--- config.mk ---
export PLATFORM = sky130hd
export DESIGN_NAME = rob
export DESIGN_NICKNAME = d
export VERILOG_FILES = /design/src/rtl/cpu_params.sv /design/src/rtl/rob_types.sv /design/src/rtl/rob.sv
export SDC_FILE = /design/constraint.sdc
export NUM_CORES = 1
export LEC_CHECK = 0
export ABC_AREA = 1
export BUFFER_PORTS_ARGS = -buffer_cell sky130_fd_sc_hd__buf_4
export CORE_UTILIZATION = 30
export CTS_CLUSTER_DIAMETER = 50
export DETAILED_ROUTE_END_ITERATION = 10
export PLACE_DENSITY = 0.5
export SYNTH_ARGS = -nofsm -noshare
export SYNTH_HDL_FRONTEND = slang
export SYNTH_SLANG_ARGS = --single-unit
--- constraint.sdc ---
create_clock -name clk -period 3.42 [get_ports clk]
set_clock_uncertainty 0.2 [all_clocks]
set_input_delay 0.684 -clock clk [delete_from_list [all_inputs] [get_ports clk]]
set_output_delay 0.684 -clock clk [all_outputs]
set_load 0.02 [all_outputs]
--- src/rtl/cpu_params.sv ---
// Core-wide sizing constants shared by the out-of-order integer core.
// ROB_DEPTH must be a power of two. ROB pointers carry one wrap bit above the
// index bits, which lets full and empty be told apart.
package cpu_params;

  localparam int ROB_DEPTH = 32;
  localparam int CDB_WIDTH = 2;
  localparam int ROB_IDX   = $clog2(ROB_DEPTH);
  localparam int ROB_PTR_W = ROB_IDX + 1;
  localparam int ARF_IDX   = 5;
  localparam int PRF_IDX   = 6;

endpackage

--- src/rtl/rob_types.sv ---
// Types used by the reorder buffer.
//   cdb_rob_t   : one completion broadcast lane {rob_id, valid}
//   rob_entry_t : one buffer slot {valid, ready, rd_arch, rd_phy}
package rob_types;

  import cpu_params::*;

  typedef struct packed {
    logic [ROB_IDX-1:0] rob_id;
    logic               valid;
  } cdb_rob_t;

  typedef struct packed {
    logic               valid;
    logic               ready;
    logic [ARF_IDX-1:0] rd_arch;
    logic [PRF_IDX-1:0] rd_phy;
  } rob_entry_t;

endpackage

--- src/rtl/rob.sv ---
// Reorder buffer.
// Entries are allocated in program order at dispatch and marked complete by CDB
// broadcasts. At most one completed head entry retires per cycle, in order.
//
// Ports:
//   clk, rst            clock and synchronous active-high reset
//   dispatch_valid      rename offers a uop
//   dispatch_ready      a slot is free; this looks at current state only
//   dispatch_rd_arch    architectural destination of the offered uop
//   dispatch_rd_phy     physical destination of the offered uop
//   dispatch_rob_id     tail index the uop receives on handshake
//   cdb                 completion broadcasts, one {rob_id, valid} per lane
//   commit_valid        head entry retires this cycle
//   commit_rob_id       head index
//   commit_rd_arch      retiring architectural destination
//   commit_rd_phy       retiring physical destination
//   commit_order        RVFI order number of the retiring instruction
// All commit_* outputs depend only on registered state.
module rob
  import rob_types::*;
#(
  parameter int ROB_DEPTH = cpu_params::ROB_DEPTH,
  parameter int CDB_WIDTH = cpu_params::CDB_WIDTH
) (
  input  logic                             clk,
  input  logic                             rst,
  input  logic                             dispatch_valid,
  output logic                             dispatch_ready,
  input  logic [cpu_params::ARF_IDX-1:0]   dispatch_rd_arch,
  input  logic [cpu_params::PRF_IDX-1:0]   dispatch_rd_phy,
  output logic [cpu_params::ROB_IDX-1:0]   dispatch_rob_id,
  input  cdb_rob_t [CDB_WIDTH-1:0]         cdb,
  output logic                             commit_valid,
  output logic [cpu_params::ROB_IDX-1:0]   commit_rob_id,
  output logic [cpu_params::ARF_IDX-1:0]   commit_rd_arch,
  output logic [cpu_params::PRF_IDX-1:0]   commit_rd_phy,
  output logic [63:0]                      commit_order
);

  localparam int IDX_W = cpu_params::ROB_IDX;
  localparam int PTR_W = cpu_params::ROB_PTR_W;

  logic [PTR_W-1:0] head_ptr_r;
  logic [PTR_W-1:0] tail_ptr_r;
  logic [63:0]      order_r;
  rob_entry_t       entries_r [ROB_DEPTH];

  logic [IDX_W-1:0] head_idx_s;
  logic [IDX_W-1:0] tail_idx_s;
  logic             full_s;
  logic             dispatch_fire_s;
  logic             commit_fire_s;
  rob_entry_t       head_entry_s;

  // Pointer decode, full detection and the two handshake conditions.
  always_comb begin
    head_idx_s   = head_ptr_r[IDX_W-1:0];
    tail_idx_s   = tail_ptr_r[IDX_W-1:0];
    head_entry_s = entries_r[head_idx_s];
    // Same slot index with differing wrap bits means the tail lapped the head.
    if ((head_idx_s == tail_idx_s) && (head_ptr_r[PTR_W-1] != tail_ptr_r[PTR_W-1])) begin
      full_s = 1'b1;
    end else begin
      full_s = 1'b0;
    end
    dispatch_fire_s = dispatch_valid && !full_s;
    commit_fire_s   = head_entry_s.valid && head_entry_s.ready;
  end

  // Output drive; a commit this cycle does not free a slot until the next one.
  always_comb begin
    dispatch_ready  = !full_s;
    dispatch_rob_id = tail_idx_s;
    commit_valid    = commit_fire_s;
    commit_rob_id   = head_idx_s;
    commit_rd_arch  = head_entry_s.rd_arch;
    commit_rd_phy   = head_entry_s.rd_phy;
    commit_order    = order_r;
  end

  // Entry array, pointers and order counter.
  always_ff @(posedge clk) begin
    if (rst) begin
      head_ptr_r <= '0;
      tail_ptr_r <= '0;
      order_r    <= 64'd0;
      for (int i = 0; i < ROB_DEPTH; i++) begin
        entries_r[i] <= '0;
      end
    end else begin
      if (dispatch_fire_s) begin
        entries_r[tail_idx_s] <= '{valid: 1'b1, ready: 1'b0,
                                   rd_arch: dispatch_rd_arch, rd_phy: dispatch_rd_phy};
        tail_ptr_r <= tail_ptr_r + PTR_W'(1'b1);
      end
      // Broadcasts to empty slots are dropped; duplicate lanes are harmless.
      for (int l = 0; l < CDB_WIDTH; l++) begin
        if (cdb[l].valid && entries_r[cdb[l].rob_id].valid) begin
          entries_r[cdb[l].rob_id].ready <= 1'b1;
        end
      end
      // Placed after the CDB loop so a retiring slot always ends up clear.
      if (commit_fire_s) begin
        entries_r[head_idx_s].valid <= 1'b0;
        entries_r[head_idx_s].ready <= 1'b0;
        head_ptr_r <= head_ptr_r + PTR_W'(1'b1);
        order_r    <= order_r + 64'd1;
      end
    end
  end

endmodule
---- Word level (Yosys, flattened, before mapping) ----
Memories as Yosys holds them, arrays and structs flattened. A register that Yosys moved wholly into a read port is not among the register bits.
Index checks and enable logic that the tools add are counted.
operators by class
  add/subtract/negate cells ............... 3
  eq/ne operators ......................... 2
  mux-type cells .......................... 29
  reduce and logical (&&, ||, !) cells .... 10
operator list
  kind                                           number
  adder 64 x 1 -> 64 bit, second input constant  1
  2-to-1 mux 13 bit                              4
  OR reduction 13 bit                            4
  2-to-1 mux 5 bit                               6
  2-to-1 mux 1 bit                               16
  adder 6 x 1 -> 6 bit, second input constant    2
  2-to-1 mux 2 bit                               3
  == test 5 bit                                  1
  logical AND 1 bit                              5
  logical NOT 1 bit                              1
  inequality test 1 bit                          1
word-level totals
  register bits after elaboration ......... 76
  RAM bits ................................ 416
  input bits .............................. 26
  output and inout port bits .............. 87
  word-level logic and storage cells ...... 48
  memories ................................ 1
memory list
  name       words  width  rd ports  clocked after Yosys merged registers in  wr ports  line       source
  entries_r  32     13     3         1                                        32        rob.sv:46  rob_entry_t entries_r [ROB_DEPTH];

---- Depth between registers and ports, before layout ----
Gate-level depths: netlist of the first run.
  word-level depth ........................ 10
  gate-level depth with buffers ........... 15
  depth with buffers taken out ............ 13

---- Least setup slack after synthesis of the first run ----
Ideal clock, no wire load.
  kind .................................... reg-to-output
  from .................................... reg with a tool-made name
  to ...................................... out commit_rd_arch[1] (netlist name)
  arrival time ............................ 1.805 ns
  data required time ...................... 2.536 ns
  path slack .............................. 0.731 ns
  stages on the path, launching flop included .. 12
  path buffers ............................ 4
  cell sequence ........................... dfxtp_1 > buf_4 > inv_2 > buf_4 > buf_2 > clkbuf_1 > o21ai_0 > o221ai_1 > nand3_1 > nand2_1 > nor2_1 > a21oi_1
RTL lines
  what       line       source
  to (decl)  rob.sv:35  output logic [cpu_params::ARF_IDX-1:0] commit_rd_arch,

==> out/metrics.csv, run 1 <==
metric,value,unit
grt total ovfl,0,
"CTS clk-pin slew, worst paths",60,ps
synth unique cells,31,
H-tree Lvls,3,
largest net degree at the start of global routing,92,
CTS Hold Bufs,0,
Tot Pwr,14.8,mW
pre-CTS setup slack,300,ps
Vias,23500,
Initial Util,0.304,
Rows,107,
startpoint type of the worst setup path,flop,
Sequential Area,13500,µm²
# IOs,113,
ANT cells,0,
share of the synthesized area in the top cell type,0.406,
Fmax,0.292,GHz
global-route wire length before repair,144,mm
Post-Syn Area per Cell,7.86,µm²
crit-path max FO,11,
Hold Path Class,reg2reg,
fraction of layout cells with a size suffix above 1,0.127,
Sink Count,497,
Final HPWL DP,63.4,mm
Reg2Reg Depth,14,
post-DR vias/cell,5.10,
Multi-input gate area,10800,µm²
Die ar.,87900,µm²
leakage,12.5,nW
status,"complete, but fails checks",
worst setup margin,-8.85,ps
RSZ-0062 raised after global routing,true,
port bufs,112,
Gate Count Post-Synth,3310,
initial antenna violation count,1,
CTS Buffer Depth,3,
peak supply drop,0.000359,V
cts bufs inserted,71,
Fin. Hold Viols,0,
Crit. End Element,output port,
mapped cell area,26000,µm²
Syn Nets,3345,
fin crit share,1.00,
die width,296,µm
most numerous cell in the Yosys netlist,nor2_1,
Hold Startpoint,tail_ptr_r[5],
failing checks,negative setup slack,
Setup Viol. Count Final,1,
gpl congestion,0.922,
worst path arrival time,2540,ps
Final ANT Viol Nets,0,
# nets final,3447,
"EDFF count, synth",352,
slew at the pin with the worst max-slew slack,860,ps
Worst-Skew Late Latency,630,ps
CTS tree,built,
final critical-path required period,3430,ps
worst hold path depth,2,
synth top area cells,"edfxtp_1 (41%), nor2_1 (12%), dfxtp_1 (11%)",
final core occ,0.370,
vias in the first global route,22500,
Root Buffer Master,clkbuf_16,
die height,296,µm
Pwr Density,469,nW/µm²
"Seq/Total Area, Yosys",0.518,
Synthesis Warnings,0,
commonest register cell after synthesis,edfxtp_1,
Crit Path Class,reg2out,
fin cells,4612,
wire length per cell,21.3,µm
max-slew violations,0,
1st-iter DRT viols,2221,
Pre-antenna DRT Iters,6,
hold_ws,286,ps
Worst slew margin,0.427,
Core Box Area,85500,µm²
gr usage total,0.220,
worst path required time,2540,ps
"Async S/R FF share, synth",0,
drt total wl,98.2,mm
leading area contributor after synthesis,edfxtp_1,
P&R area growth vs syn,21.6,%
Synth top cells by count,"nor2_1 (820), nand2_1 (610), edfxtp_1 (352)",
Post-Place Cells,4441,
fill count,8958,
Max-Cap Viols,0,
"FF+latch count, synth",497,
DRC viols,0,
## power by group
group / internal [mW] / switching (mW) / leakage [nW]
sequential: 6.59 / 0.0602 / 4.81
clock: 4.51 / 3.04 / 1.15
combinational: 0.136 / 0.492 / 6.56
total: 11.2 / 3.59 / 12.5
## final cells by class
| cell class | instances | share of cell area |
|---|---|---|
| repair inverters | 2 | 0.000554 |
| inverters | 251 | 0.0304 |
| multi-input cells | 2327 | 0.341 |
| well taps | 1144 | 0.0452 |
| flip-flops and latches | 497 | 0.426 |
| clock buffers | 80 | 0.0575 |
| clock inverters | 49 | 0.0183 |
| repair buffers | 262 | 0.0810 |
## critical path: stages, from the launching register on
cell and delay (ps):
dfxtp_4 380, buf_12 160, inv_16 70, bufbuf_16 290, o21ai_1 170, o221ai_2 120, nand3_2 140, o21ai_1 80
buf_4 160, o21a_1 160, buf_4 150
## kinds of logic after synthesis
group | count (synthesis) | share of synthesized area
adder cells (fa/ha/maj) | 9 | 0.00433
XOR/XNOR | 53 | 0.0178
AND/OR/NAND/NOR | 1825 | 0.285
flip-flops | 497 | 0.518
AO/OA/AOI/OAI | 439 | 0.0966
buffers and inverters | 487 | 0.0782
## stage by stage
| stage | cell area, µm² | TNS [ps] |
|---|---|---|
| after floorplan | 26000 | 0 |
| after global placement | 28200 | 0 |
| after detailed placement | 28200 | 0 |
| after CTS | 31300 | -171 |
| after global routing | 31600 | -460 |
| final | 31600 | -8.85 |
## worst paths after layout
check	to	slack, ps
setup / recovery	commit_rd_arch[0]	-9
setup reg to reg	flop	390
hold reg to reg	tail_ptr_r[5]	290
hold / removal	tail_ptr_r[5]	290
## state kept, by name (all words and copies together) (netlist names), named ones only
| signal | count |
|---|---|
| entries_r | 416 |
| commit_order | 64 |
| head_ptr_r | 6 |
| tail_ptr_r | 6 |
## layer usage
layer	vias to the layer above	share of wire	global-route usage	routed length [µm]
met5	-	0.00013	0	13
met2	843	0.46	0.356	45300
li1	11200	-	-	-
met4	2	0.030	0.0688	2960
met3	156	0.070	0.0344	6900
met1	11300	0.44	0.300	43000
## cells in the final DEF, fill, tap and decap left out, types with 9 or more instances in the layout
| cell | netlist | layout |
|---|---|---|
| a21oi_1 | 89 | 86 |
| buf_12 | 0 | 14 |
| buf_16 | 0 | 11 |
| buf_4 | 14 | 220 |
| clkbuf_16 | 0 | 76 |
| clkinv_1 | 5 | 16 |
| clkinv_2 | 0 | 10 |
| dfxtp_1 | 145 | 142 |
| edfxtp_1 | 352 | 352 |
| ha_1 | 9 | 9 |
| inv_1 | 242 | 242 |
| nand2_1 | 610 | 607 |
| nand3_1 | 301 | 295 |
| nand4_1 | 44 | 44 |
| nor2_1 | 820 | 811 |
| nor3_1 | 43 | 43 |
| o21ai_0 | 235 | 200 |
| o21ai_1 | 13 | 39 |
| o21ai_2 | 0 | 9 |
| o221ai_1 | 70 | 53 |
| o221ai_2 | 0 | 17 |
| o22ai_1 | 18 | 16 |
| xnor2_1 | 11 | 11 |
| xor2_1 | 42 | 42 |
## what timing repair did
| action | in CTS | in global routing |
|---|---|---|
| setup endpoints to repair | 12 | 12 |
| pin swaps | 22 | 19 |
| cloned | 11 | 6 |
| buffers inserted | 18 | 8 |
| hold endpoints to repair | 0 | 0 |
| resized for setup | 74 | 48 |
Note: power is estimated with default switching activity, not from simulation.
==> inputs of run 2 (changes only) <==
- BUFFER_PORTS_ARGS: -buffer_cell sky130_fd_sc_hd__buf_4 -> -buffer_cell sky130_fd_sc_hd__buf_2
- PLACE_DENSITY: 0.5 -> unset
==> run 2 against run 1 <==
Effect of this change: the run now ends clean; first-iteration DRC count rose by 23%; sequential cell count did not move; routed wire length fell by 7.3%; utilization fell by 1.5 points; cell area fell by 4.0%; critical path depth fell by 1; global-route usage fell by 1.6 points; sequential share of layout area rose by 1.8 points; total power fell by 5.3%; clock power fell by 9.9%; critical path type unchanged; largest cell class unchanged.
==> out/metrics.csv, run 2 (same netlist as run 1, synthesis figures left out) <==
metric,value,unit
Core Box Area,85500,µm²
NetSw,3.39,mW
CTS Buffer Depth,3,
cts bufs inserted,67,
leakage,12.0,nW
max-slew violations,0,
Largest Register,entries_r,
gpl congestion,0.932,
gr usage total,0.204,
"CP delay by family, top",buffers and inverters,
fraction of layout cells with a size suffix above 1,0.105,
Crit. End Element,output port,
reg2reg end,commit_order[15],
Reg2Reg Depth,14,
1st-iter DRT viols,2742,
final critical-path required period,3390,ps
DRC viols,0,
"CTS clk-pin slew, worst paths",50,ps
Rows,107,
RSZ-0062 raised after global routing,true,
fin crit share,0.990,
"commonest non-fill, non-tap cell in the layout",nor2_1,
setup total negative slack,0,ps
Worst-Skew Late Latency,610,ps
post-DR vias/cell,5.17,
Pwr Density,462,nW/µm²
Sink Count,497,
grt total ovfl,0,
worst path arrival time,2500,ps
Hold Path Class,reg2reg,
crit-path max cell delay,360,ps
crit-path max FO,28,
Initial Util,0.304,
Pre-antenna DRT Iters,5,
final core occ,0.355,
Root Buffer Master,clkbuf_16,
Crit-path slowest cell,dfxtp_4,
FF-to-FF setup slack,520,ps
Final HPWL DP,59.5,mm
stages on the worst setup path,9,
worst path required time,2540,ps
max reg flops,416,
fill count,8867,
P&R area growth vs syn,16.8,%
Multi-input gate area,10600,µm²
die height,296,µm
worst path buffer plus inverter count,3,
worst setup margin,32.9,ps
wire length per cell,20.0,µm
"commonest non-fill, non-tap cells in the layout","nor2_1 (816), nand2_1 (609), edfxtp_1 (352)",
CTS tree,built,
drt total wl,91.0,mm
# IOs,113,
peak supply drop,0.000313,V
vias in the first global route,22000,
Tot Pwr,14.0,mW
startpoint type of the worst setup path,flop,
Reg power frac,0.474,
Fin. Hold Viols,0,
largest net degree at the start of global routing,69,
die width,296,µm
port bufs,112,
Sequential Area,13500,µm²
Vias,23600,
Switching Fraction,0.241,
Max-Cap Viols,0,
global-route wire length before repair,136,mm
Crit Path Class,reg2out,
Post-Place Cells,4423,
critical path cell sequence,"buf_12, bufbuf_16, o21ai_0, o22ai_1, nor2_1, o21ai_1, nand2_1, nand2_1, buf_2",
Gate power share,0.042,
cell mode on critical path,nand2_1,
pre-CTS setup slack,397,ps
Die ar.,87900,µm²
P_int,10.7,mW
# nets final,3396,
fin cells,4556,
Final ANT Viol Nets,0,
Fmax,0.295,GHz
Setup Viol. Count Final,0,
initial antenna violation count,7,
Clock power frac,0.484,
H-tree Lvls,3,
placed cell areas,27800,µm²
Worst slew margin,0.461,
hold_ws,300,ps
final instance area,30400,µm²
Setup crit end,commit_rd_phy[4],
slew at the pin with the worst max-slew slack,809,ps
status,"finished, final reports clean",
run 2: cell count changes in the layout (fill, tap and decap cells not counted), moves of 5 or more:
cell,change
buf_4,-134
buf_2,+107
o21ai_0,+19
o21ai_1,-17
o221ai_1,+8
o221ai_2,-8
clkbuf_16,-7
buf_12,-6
bufinv_16,-5
nor2_1,+5
nor2_2,-5
run 2: worst min-delay path: cells and delay by family (launching register included):
kind            cells  cell delay (ps)
buf+inv             1               80
compound gates      1               60
flops               1              320
run 2: metal layers:
metal  global-route usage  vias to the layer above  part of all wire
li1                     -                    11100                 -
met3               0.0340                      215             0.090
met1                0.281                    11100              0.42
met2                0.314                     1130              0.44
met4               0.0886                        6             0.042
met5                    0                        -           0.00040
run 2: worst min path at each step:
| stage | start | endpoint | slack, ps | depth (start not counted) |
|---|---|---|---|---|
| 3_3_place_gp | tail_ptr_r[5] | tail_ptr_r[5] | 280 | 2 |
| 3_5_place_dp | tail_ptr_r[5] | tail_ptr_r[5] | 290 | 2 |
| 5_1_grt | rst | head_ptr_r[4] | 330 | 2 |
| 4_1_cts | tail_ptr_r[5] | tail_ptr_r[5] | 300 | 2 |
| 2_1_floorplan | tail_ptr_r[5] | tail_ptr_r[5] | 250 | 2 |
| 6_report | tail_ptr_r[5] | tail_ptr_r[5] | 300 | 2 |
run 2: layout make-up:
cell class              instances  area share
flip-flops and latches        497       0.444
clock buffers                  76      0.0573
diodes                          1   0.0000824
multi-input cells            2326       0.350
clock inverters                43      0.0132
repair buffers                217      0.0560
repair inverters                1    0.000288
inverters                     251      0.0320
well taps                    1144      0.0471
run 2: timing repair:
action,4_1_cts,5_1_grt
setup endpoints to repair,12,12
resized for setup,29,38
pin swaps,2,11
cloned,7,1
hold buffers,0,0
buffers inserted,2,3
hold endpoints to repair,0,0
run 2: power by group through the flow:
stage          registers [mW]  clock network, mW  logic (mW)
6_report                 6.65               6.80       0.593
5_1_grt                  6.66               7.12       0.632
4_1_cts                  6.65               6.88       0.583
3_5_place_dp             6.78                  0       0.576
3_3_place_gp             6.77                  0       0.572
2_1_floorplan            6.75                  0       0.337
